## config.mk

```make
export PLATFORM = sky130hd
export DESIGN_NAME = m_arbiter_port
export DESIGN_NICKNAME = d
export VERILOG_FILES = /design/src/rtl/m_arbiter_port.sv
export SDC_FILE = /design/constraint.sdc
export NUM_CORES = 1
export LEC_CHECK = 0
export CELL_PAD_IN_SITES_DETAIL_PLACEMENT = 1
export CELL_PAD_IN_SITES_GLOBAL_PLACEMENT = 1
export CORE_AREA = 4 4 75 77
export DETAILED_ROUTE_END_ITERATION = 16
export DIE_AREA = 0 0 79 81
export DONT_BUFFER_PORTS = 1
export PLACE_DENSITY = 0.92
export SLEW_MARGIN = 40
export SYNTH_ARGS = -nofsm -noshare
export SYNTH_HDL_FRONTEND = slang
export SYNTH_SLANG_ARGS = --single-unit
```

## constraint.sdc

```tcl
create_clock -name clk -period 5.02 [get_ports clk]
set_input_delay 0.753 -clock clk [delete_from_list [all_inputs] [get_ports clk]]
set_output_delay 0.753 -clock clk [all_outputs]
set_load 0.02 [all_outputs]
```

## src/rtl/m_arbiter_port.sv

```systemverilog
// m_arbiter_port: master-side responder to the central bus arbiter.
// Drives id/com_state/done, gates the datapath and tracks burst progress.
module m_arbiter_port #(
  parameter int NO_SLAVES   = 3,
  parameter int S_ID_WIDTH  = $clog2(NO_SLAVES + 1),
  parameter int LEN_WIDTH   = 12,
  parameter int ACK_TIMEOUT = 16
) (
  input  logic                  clk,
  input  logic                  rst,
  input  logic                  req_valid,
  input  logic [S_ID_WIDTH-1:0] req_slave,
  input  logic [LEN_WIDTH-1:0]  req_len,
  output logic                  req_ready,
  input  logic [1:0]            cmd,
  output logic [S_ID_WIDTH-1:0] id,
  output logic [1:0]            com_state,
  output logic                  done,
  input  logic                  slave_ready,
  input  logic                  word_done,
  output logic                  bus_en,
  output logic [LEN_WIDTH-1:0]  word_idx,
  output logic                  xfer_done,
  output logic                  xfer_nak,
  output logic                  busy
);

  typedef enum logic [2:0] {
    S_IDLE,
    S_REQ,
    S_ACKW,
    S_COM,
    S_DRAIN,
    S_SUSP,
    S_FIN,
    S_NAK
  } state_e;

  localparam logic [1:0] CMD_WAIT   = 2'b00;
  localparam logic [1:0] CMD_STOP_S = 2'b01;
  localparam logic [1:0] CMD_STOP_P = 2'b10;
  localparam logic [1:0] CMD_CLEAR  = 2'b11;

  localparam logic [1:0] CS_END  = 2'b00;
  localparam logic [1:0] CS_NAK  = 2'b01;
  localparam logic [1:0] CS_WACK = 2'b10;
  localparam logic [1:0] CS_COM  = 2'b11;

  localparam int TW = $clog2(ACK_TIMEOUT);
  localparam logic [TW-1:0] TMO_LAST = TW'(ACK_TIMEOUT - 1);

  state_e               state;
  logic [1:0]           cmd_prev;
  logic [LEN_WIDTH-1:0] len_q;
  logic [TW-1:0]        tmo;

  logic grant;
  logic stop_s;
  logic stop_p;
  logic last_word;
  logic req_ok;

  // A grant is the rising edge into CLEAR; a held CLEAR never re-grants.
  assign grant  = (cmd == CMD_CLEAR) && (cmd_prev != CMD_CLEAR);
  assign stop_s = (cmd == CMD_STOP_S);
  assign stop_p = (cmd == CMD_STOP_P);

  assign last_word = word_done && (word_idx == len_q - 1'b1);

  assign req_ok = req_valid
               && (req_slave != '0)
               && (req_len != '0);

  always_ff @(posedge clk or posedge rst) begin
    if (rst) begin
      state     <= S_IDLE;
      cmd_prev  <= CMD_WAIT;
      len_q     <= '0;
      tmo       <= '0;
      id        <= '0;
      com_state <= CS_END;
      done      <= 1'b0;
      bus_en    <= 1'b0;
      req_ready <= 1'b0;
      xfer_done <= 1'b0;
      xfer_nak  <= 1'b0;
      busy      <= 1'b0;
      word_idx  <= '0;
    end else begin
      cmd_prev  <= cmd;
      req_ready <= 1'b0;
      done      <= 1'b0;
      xfer_done <= 1'b0;
      xfer_nak  <= 1'b0;

      unique case (state)
        S_IDLE: begin
          if (req_ok) begin
            state     <= S_REQ;
            len_q     <= req_len;
            id        <= req_slave;
            word_idx  <= '0;
            req_ready <= 1'b1;
            com_state <= CS_WACK;
            busy      <= 1'b1;
          end
        end

        S_REQ: begin
          if (grant) begin
            state <= S_ACKW;
            tmo   <= '0;
          end
        end

        S_ACKW: begin
          if (slave_ready) begin
            state     <= S_COM;
            com_state <= CS_COM;
            bus_en    <= 1'b1;
          end else if (tmo == TMO_LAST) begin
            state     <= S_NAK;
            com_state <= CS_NAK;
            xfer_nak  <= 1'b1;
            id        <= '0;
          end else begin
            tmo <= tmo + 1'b1;
          end
        end

        S_COM: begin
          if (word_done) begin
            word_idx <= word_idx + 1'b1;
          end
          if (last_word) begin
            state     <= S_FIN;
            com_state <= CS_END;
            bus_en    <= 1'b0;
            xfer_done <= 1'b1;
            id        <= '0;
            done      <= stop_s | stop_p;
          end else if (stop_s) begin
            // An unfinished word is simply resent after resume.
            state     <= S_SUSP;
            com_state <= CS_WACK;
            bus_en    <= 1'b0;
            done      <= 1'b1;
          end else if (stop_p) begin
            state <= S_DRAIN;
          end
        end

        S_DRAIN: begin
          if (word_done) begin
            word_idx <= word_idx + 1'b1;
            done     <= 1'b1;
            bus_en   <= 1'b0;
            if (last_word) begin
              state     <= S_FIN;
              com_state <= CS_END;
              xfer_done <= 1'b1;
              id        <= '0;
            end else begin
              state     <= S_SUSP;
              com_state <= CS_WACK;
            end
          end else if (stop_s) begin
            state     <= S_SUSP;
            com_state <= CS_WACK;
            bus_en    <= 1'b0;
            done      <= 1'b1;
          end
        end

        S_SUSP: begin
          state <= S_REQ;
        end

        S_FIN, S_NAK: begin
          state     <= S_IDLE;
          com_state <= CS_END;
          busy      <= 1'b0;
        end

        default: begin
          state <= S_IDLE;
        end
      endcase
    end
  end

endmodule

```

# ---- After elaboration in Yosys (flattened, before gate mapping)
# Cells that the tools add are included.
# Widths: inputs -> output; s select.
dict set report totals {
  ff_bits 43
  in_bits 21
  wordCells 115
}
dict set report classes {
  n_addsub 3
  eq_ne 24
  muxes 51
  n_bitwise 1
  reduce_logical 23
}
# op count
set ops {}
lappend ops {{$mux 3} 9}
lappend ops {{$mux 2} 13}
lappend ops {{$mux 12} 2}
lappend ops {{$pmux 12 s2} 1}
lappend ops {{$pmux 3 s7} 1}
lappend ops {{$ne 2x2->1 const B} 8}
lappend ops {{$mux 1} 15}
lappend ops {{$add 12x1->12 const B} 1}
lappend ops {{$eq 12x12->1} 1}
lappend ops {{$eq 3x3->1 const B} 4}
lappend ops {{$mux 4} 3}
lappend ops {{$reduce_bool 12->1} 1}
lappend ops {{$sub 12x1->12 const B} 1}
lappend ops {{$pmux 2 s5} 1}
lappend ops {{$reduce_and 5->1} 2}
lappend ops {{$pmux 2 s4} 1}
lappend ops {{$pmux 4 s2} 1}
lappend ops {{$reduce_bool 2->1} 4}
lappend ops {{$eq 3x2->1 const B} 2}
lappend ops {{$ne 3x3->1 const B} 2}
lappend ops {{$pmux 1 s2} 3}
lappend ops {{$reduce_and 2->1} 3}
lappend ops {{$reduce_and 3->1} 2}
lappend ops {{$reduce_bool 5->1} 1}
lappend ops {{other kinds (15)} 20}

# ---- Logic depth before layout (Yosys ltp)
dict set report depth {
  ltp_word 6
  mapped_depth 10
  depth_no_buf 10
}

# ---- Worst setup path before layout
# No wires, ideal clock.
dict set report synth_timing {
  path_kind {register to register}
  start {register len_q[0]}
  end {register com_state[1]}
  arrival_time_ns 2.579
  path_slack_ns 2.322
  path_stages_with_launch 11
  n_path_buf 0
  cell_sequence {dfrtp_1 -> inv_1 -> ha_1 -> xor2_1 -> nand3_1 -> or4b_4 -> nor4b_4 -> nand3_4 -> o21ai_2 -> or4b_1 -> o21a_1}
}
dict set report synth_between {
  elab_chain_cells 6
  word_cells_on_any_way 7
}
# item line
set synth_lines {}
lappend synth_lines {{start, declared} 54} ;# logic [LEN_WIDTH-1:0] len_q;
lappend synth_lines {{start signal, assigned} 100} ;# len_q <= req_len;
lappend synth_lines {{$sub 12x1->12 (*)} 68} ;# assign last_word = word_done && (word_idx == len_q - 1'b1);
lappend synth_lines {{$eq 12x12->1 (*)} 68}
lappend synth_lines {{$logic_and 1x1->1 (*)} 68}
lappend synth_lines {{$mux 2} 158} ;# if (last_word) begin
lappend synth_lines {{$mux 2} 154} ;# if (word_done) begin
lappend synth_lines {{$pmux 2 s5 (*)} 96} ;# unique case (state)
lappend synth_lines {{end signal, assigned} 104} ;# com_state <= CS_WACK;
lappend synth_lines {{end signal, assigned} 160} ;# com_state <= CS_END;
lappend synth_lines {{end signal, assigned} 165} ;# com_state <= CS_WACK;
lappend synth_lines {{end, declared} 17} ;# output logic [1:0] com_state,
# Every way passes the cells marked *; elsewhere a longest branch is shown, timed or not.
# A chain may end at the register's enable or synchronous reset.

# ---- Worst setup path in the final report
# Same ends and word-level chain as after synthesis.

==> out/qor.csv <==
stage;metric;value;unit
synth;synth_seq_area_share;42.4;%
setup_path;worst_r2r_startpoint;len_q[0]$_DFFE_PP0P_;
clock_tree;clock_sinks;43;
routing;route.antenna.remaining_nets;0;
floorplanning;die_width;79;um
clock_tree;postCtsSetupRepairBufs;0;
pwr;cellLeakagePower;1.09;nW
global_route;wire_length_of_the_first_global_routing_pass;10.9;mm
routing;wl_per_cell;19.6;um
setup_path;worstPathCellList;inv_1 > ha_1 > and2b_4 > a21boi_1 > or4_1 > a21oi_1 > nand3_4 > o21ai_2 > or4b_1 > o21a_1;
global_route;via_count_of_the_first_global_routing_pass;2205;
min_path;hold_class;in -> async;
clock_tree;worstSkewPairLatency;300;ps
synth;synth_edf_count;0;
timing;min_period;2940;ps
timing;worst_pin_slew;687;ps
clock_tree;htree_num_levels;2;
global_route;aggregate_global_routing_overflow;0;
cells_and_area;area_growth;4.78;%
pwr;power_switching_share;44.8;%
timing;timing.clock.skew;10.7;ps
clock_tree;cts_inserted_buffers;5;
synth;post_synth_main_area_contributors;sky130_fd_sc_hd__dfrtp_1 42%, sky130_fd_sc_hd__mux2_2 4.4%, sky130_fd_sc_hd__nor2_1 4.1%, sky130_fd_sc_hd__xor2_1 3.8%, sky130_fd_sc_hd__o21ai_0 3.7%;
routing;drt_first_iter_violations;146;
synth;synth_common_cells;43 x sky130_fd_sc_hd__dfrtp_1, 28 x sky130_fd_sc_hd__nor2_1, 25 x sky130_fd_sc_hd__nand2_1;
synth;synth_most_common_cell;sky130_fd_sc_hd__dfrtp_1;
setup_path;critical_path.max_stage_delay;500;ps
timing;final.period_utilization;58.6;%
setup_path;r2r_setup_slack;2080;ps
synth;synth_largest_type_area_fraction;42.4;%
timing;timing.setup.tns;0;ps
timing;fmaxAchievable;0.340;GHz
synth;mappedNetlistArea;2540;um2
timing;slew_viol_final;0;
place;place_hpwl;4.90;mm
cells_and_area;final_core_utilization;53.1;%
synth;yosys_most_used_dff;sky130_fd_sc_hd__dfrtp_1;
synth;ys_ff_latch;43;
routing;detailroute.via_count;2054;
setup_path;critical_path.reg2reg.endpoint;com_state[1]$_DFFE_PP0P_;
clock_tree;clock_path_buffers;2;
timing;rsz0062_at_grt;no;
pwr;vdd_drop_max;0.273;mV
cells_and_area;post_route_cells_drive_above_1_share;12.3;%
clock_tree;cts_resized;0;
timing;timing_hold_violations_final;0;
clock_tree;cts.reportedPaths.clkPinSlew;90;ps
floorplanning;die_y;81;um
cells_and_area;num_antenna_cells;0;
status;run_status;completed;
clock_tree;hold_buf_count_cts;0;
setup_path;crit_path_max_fanout;9;
place;globalplace.congestion;0.840;
routing;drc_errors;0;
timing;timing.slew.headroom;54.2;%
synth;synth_warnings;0;
routing;firstDrtPassIters;4;
setup_path;critPathTopFamily;simple AND/OR/NAND/NOR gates;
pwr;power.share.sequential;45.5;%
setup_path;crit_start_category;flop;
synth;post_synth.cell_area_avg;9.47;um2
synth;post_synth_num_cell_types;61;
cells_and_area;num-nets-final;293;
global_route;grt_antenna_before_repair;0;
pwr;p_per_area;541;nW/um2
floorplanning;die_area;6400;um2
floorplanning;core-area;5010;um2
setup_path;timing.critical_path.arrival;3150;ps
setup_path;worst_r2r_path_depth;10;
floorplanning;floorplan.initialDensity;50.6;%
setup_path;critPathRequiredTime;5220;ps
pwr;p_clk_share;15.0;%
pwr;intPower;0.795;mW
global_route;grtUsageTotal;22.0;%
setup_path;cp-end-kind;flop;
job;max_cap_viol_count;0;
setup_path;cp_num_cells;10;
pwr;combinationalPowerShare;39.5;%
place;portBuffers;0;
synth;syn_inst;268;
synth;synth_fp_nets;294;
timing;setup-violations-final;0;
clock_tree;cts_root_buffer;sky130_fd_sc_hd__clkbuf_8;
setup_path;crit_path_start;len_q[0]$_DFFE_PP0P_;
global_route;grt_start_max_net_pins;44;
floorplanning;top_level_i_o_count;43;
floorplanning;rows;26;
synth;synthArstFlopShare;100;%
synth;netlist.top_cell.by_area;sky130_fd_sc_hd__dfrtp_1;
setup_path;critical_path_buf_inv_count;1;
setup_path;path_class;reg -> reg;
clock_tree;cts_tree;built;
routing;drt-vias-per-instance;6.08;
routing;route.final.wire_length;6.62;mm
pwr;power.net_switching;0.644;mW
setup_path;slowest_stage;sky130_fd_sc_hd__or4_1;
setup_path;worst_setup_path_endpoint;com_state[1]$_DFFE_PP0P_;
[cells by family after synthesis]
family	share of synthesized area, %
adders and majority gates	2.47
buffers and inverters	3.60
muxes	4.83
and+or+nand+nor	23.8
DFF	42.4
xor gates and xnor gates	6.90
AOI/OAI and AO/OA	16.0
[layer usage]
layer,track usage [%],wire length [um]
met1,25.7,2760
met2,38.7,3430
met5,0,0
met4,11.0,204
met3,4.32,232
[worst min path at each step]
stage | startpoint | end | slack, ps | cells past startpoint
after floorplan | tmo[1]$_DFFE_PP0P_ | tmo[1]$_DFFE_PP0P_ | 480 | 2
after global placement | tmo[1]$_DFFE_PP0P_ | tmo[1]$_DFFE_PP0P_ | 510 | 2
after detailed placement | tmo[1]$_DFFE_PP0P_ | tmo[1]$_DFFE_PP0P_ | 520 | 2
after CTS | cmd[0] | cmd_prev[0]$_DFF_PP0_ | 470 | 0
after global routing | cmd[0] | cmd_prev[0]$_DFF_PP0_ | 470 | 0
final | rst | com_state[0]$_DFFE_PP0P_ | 460 | 2
[area by class of cell]
| cell class | instances | area (um2) |
|---|---|---|
| sequential | 43 | 1080 |
| fill | 591 | 2350 |
| clock buffer | 5 | 68.8 |
| clock inverter | 3 | 15.0 |
| tap | 70 | 87.6 |
| multi-input combinational | 208 | 1370 |
| inverter | 7 | 26.3 |
| timing repair buffer | 2 | 15.0 |
[stage by stage]
step                      cells  area, um2  hold WS [ps]  setup slack (ps)  total power [mW]
after floorplan             268       2540           476              2320              1.09
after global placement      330       2570           510              2240              1.18
after detailed placement    330       2570           521              2100              1.22
after CTS                   338       2660           470              2080              1.45
after global routing        338       2660           469              1830              1.54
final                       338       2660           460              2080              1.44
[flip-flops by register name, summed over array words and instances, names as in the netlist]
name       flops
xfer_nak       1
bus_en         1
cmd_prev       2
id             2
req_ready      1
busy           1
state          3
tmo            4
xfer_done      1
com_state      2
len_q         12
done           1
word_idx      12
[layout by cell type (no fill, tap or decap), drive strengths merged, types with 3 or more instances in the layout]
cell type	n
dfrtp	43
nor2	28
nand2	25
o21ai	22
a21oi	15
nand3	14
xor2	11
mux2	10
xnor2	9
nor3	8
inv	5
ha	5
clkbuf	5
nor4	5
clkinv	5
a31oi	4
and3	3
nand4	3
a211oi	3
nor4b	3
[power by group through the flow]
stage | logic (mW) | registers (mW) | clock network [mW]
2_1_floorplan | 0.507 | 0.580 | 0
3_3_place_gp | 0.530 | 0.650 | 0
3_5_place_dp | 0.563 | 0.660 | 0
4_1_cts | 0.570 | 0.653 | 0.224
5_1_grt | 0.633 | 0.673 | 0.235
6_report | 0.569 | 0.654 | 0.216
Note: power is estimated with default switching activity, not from simulation.
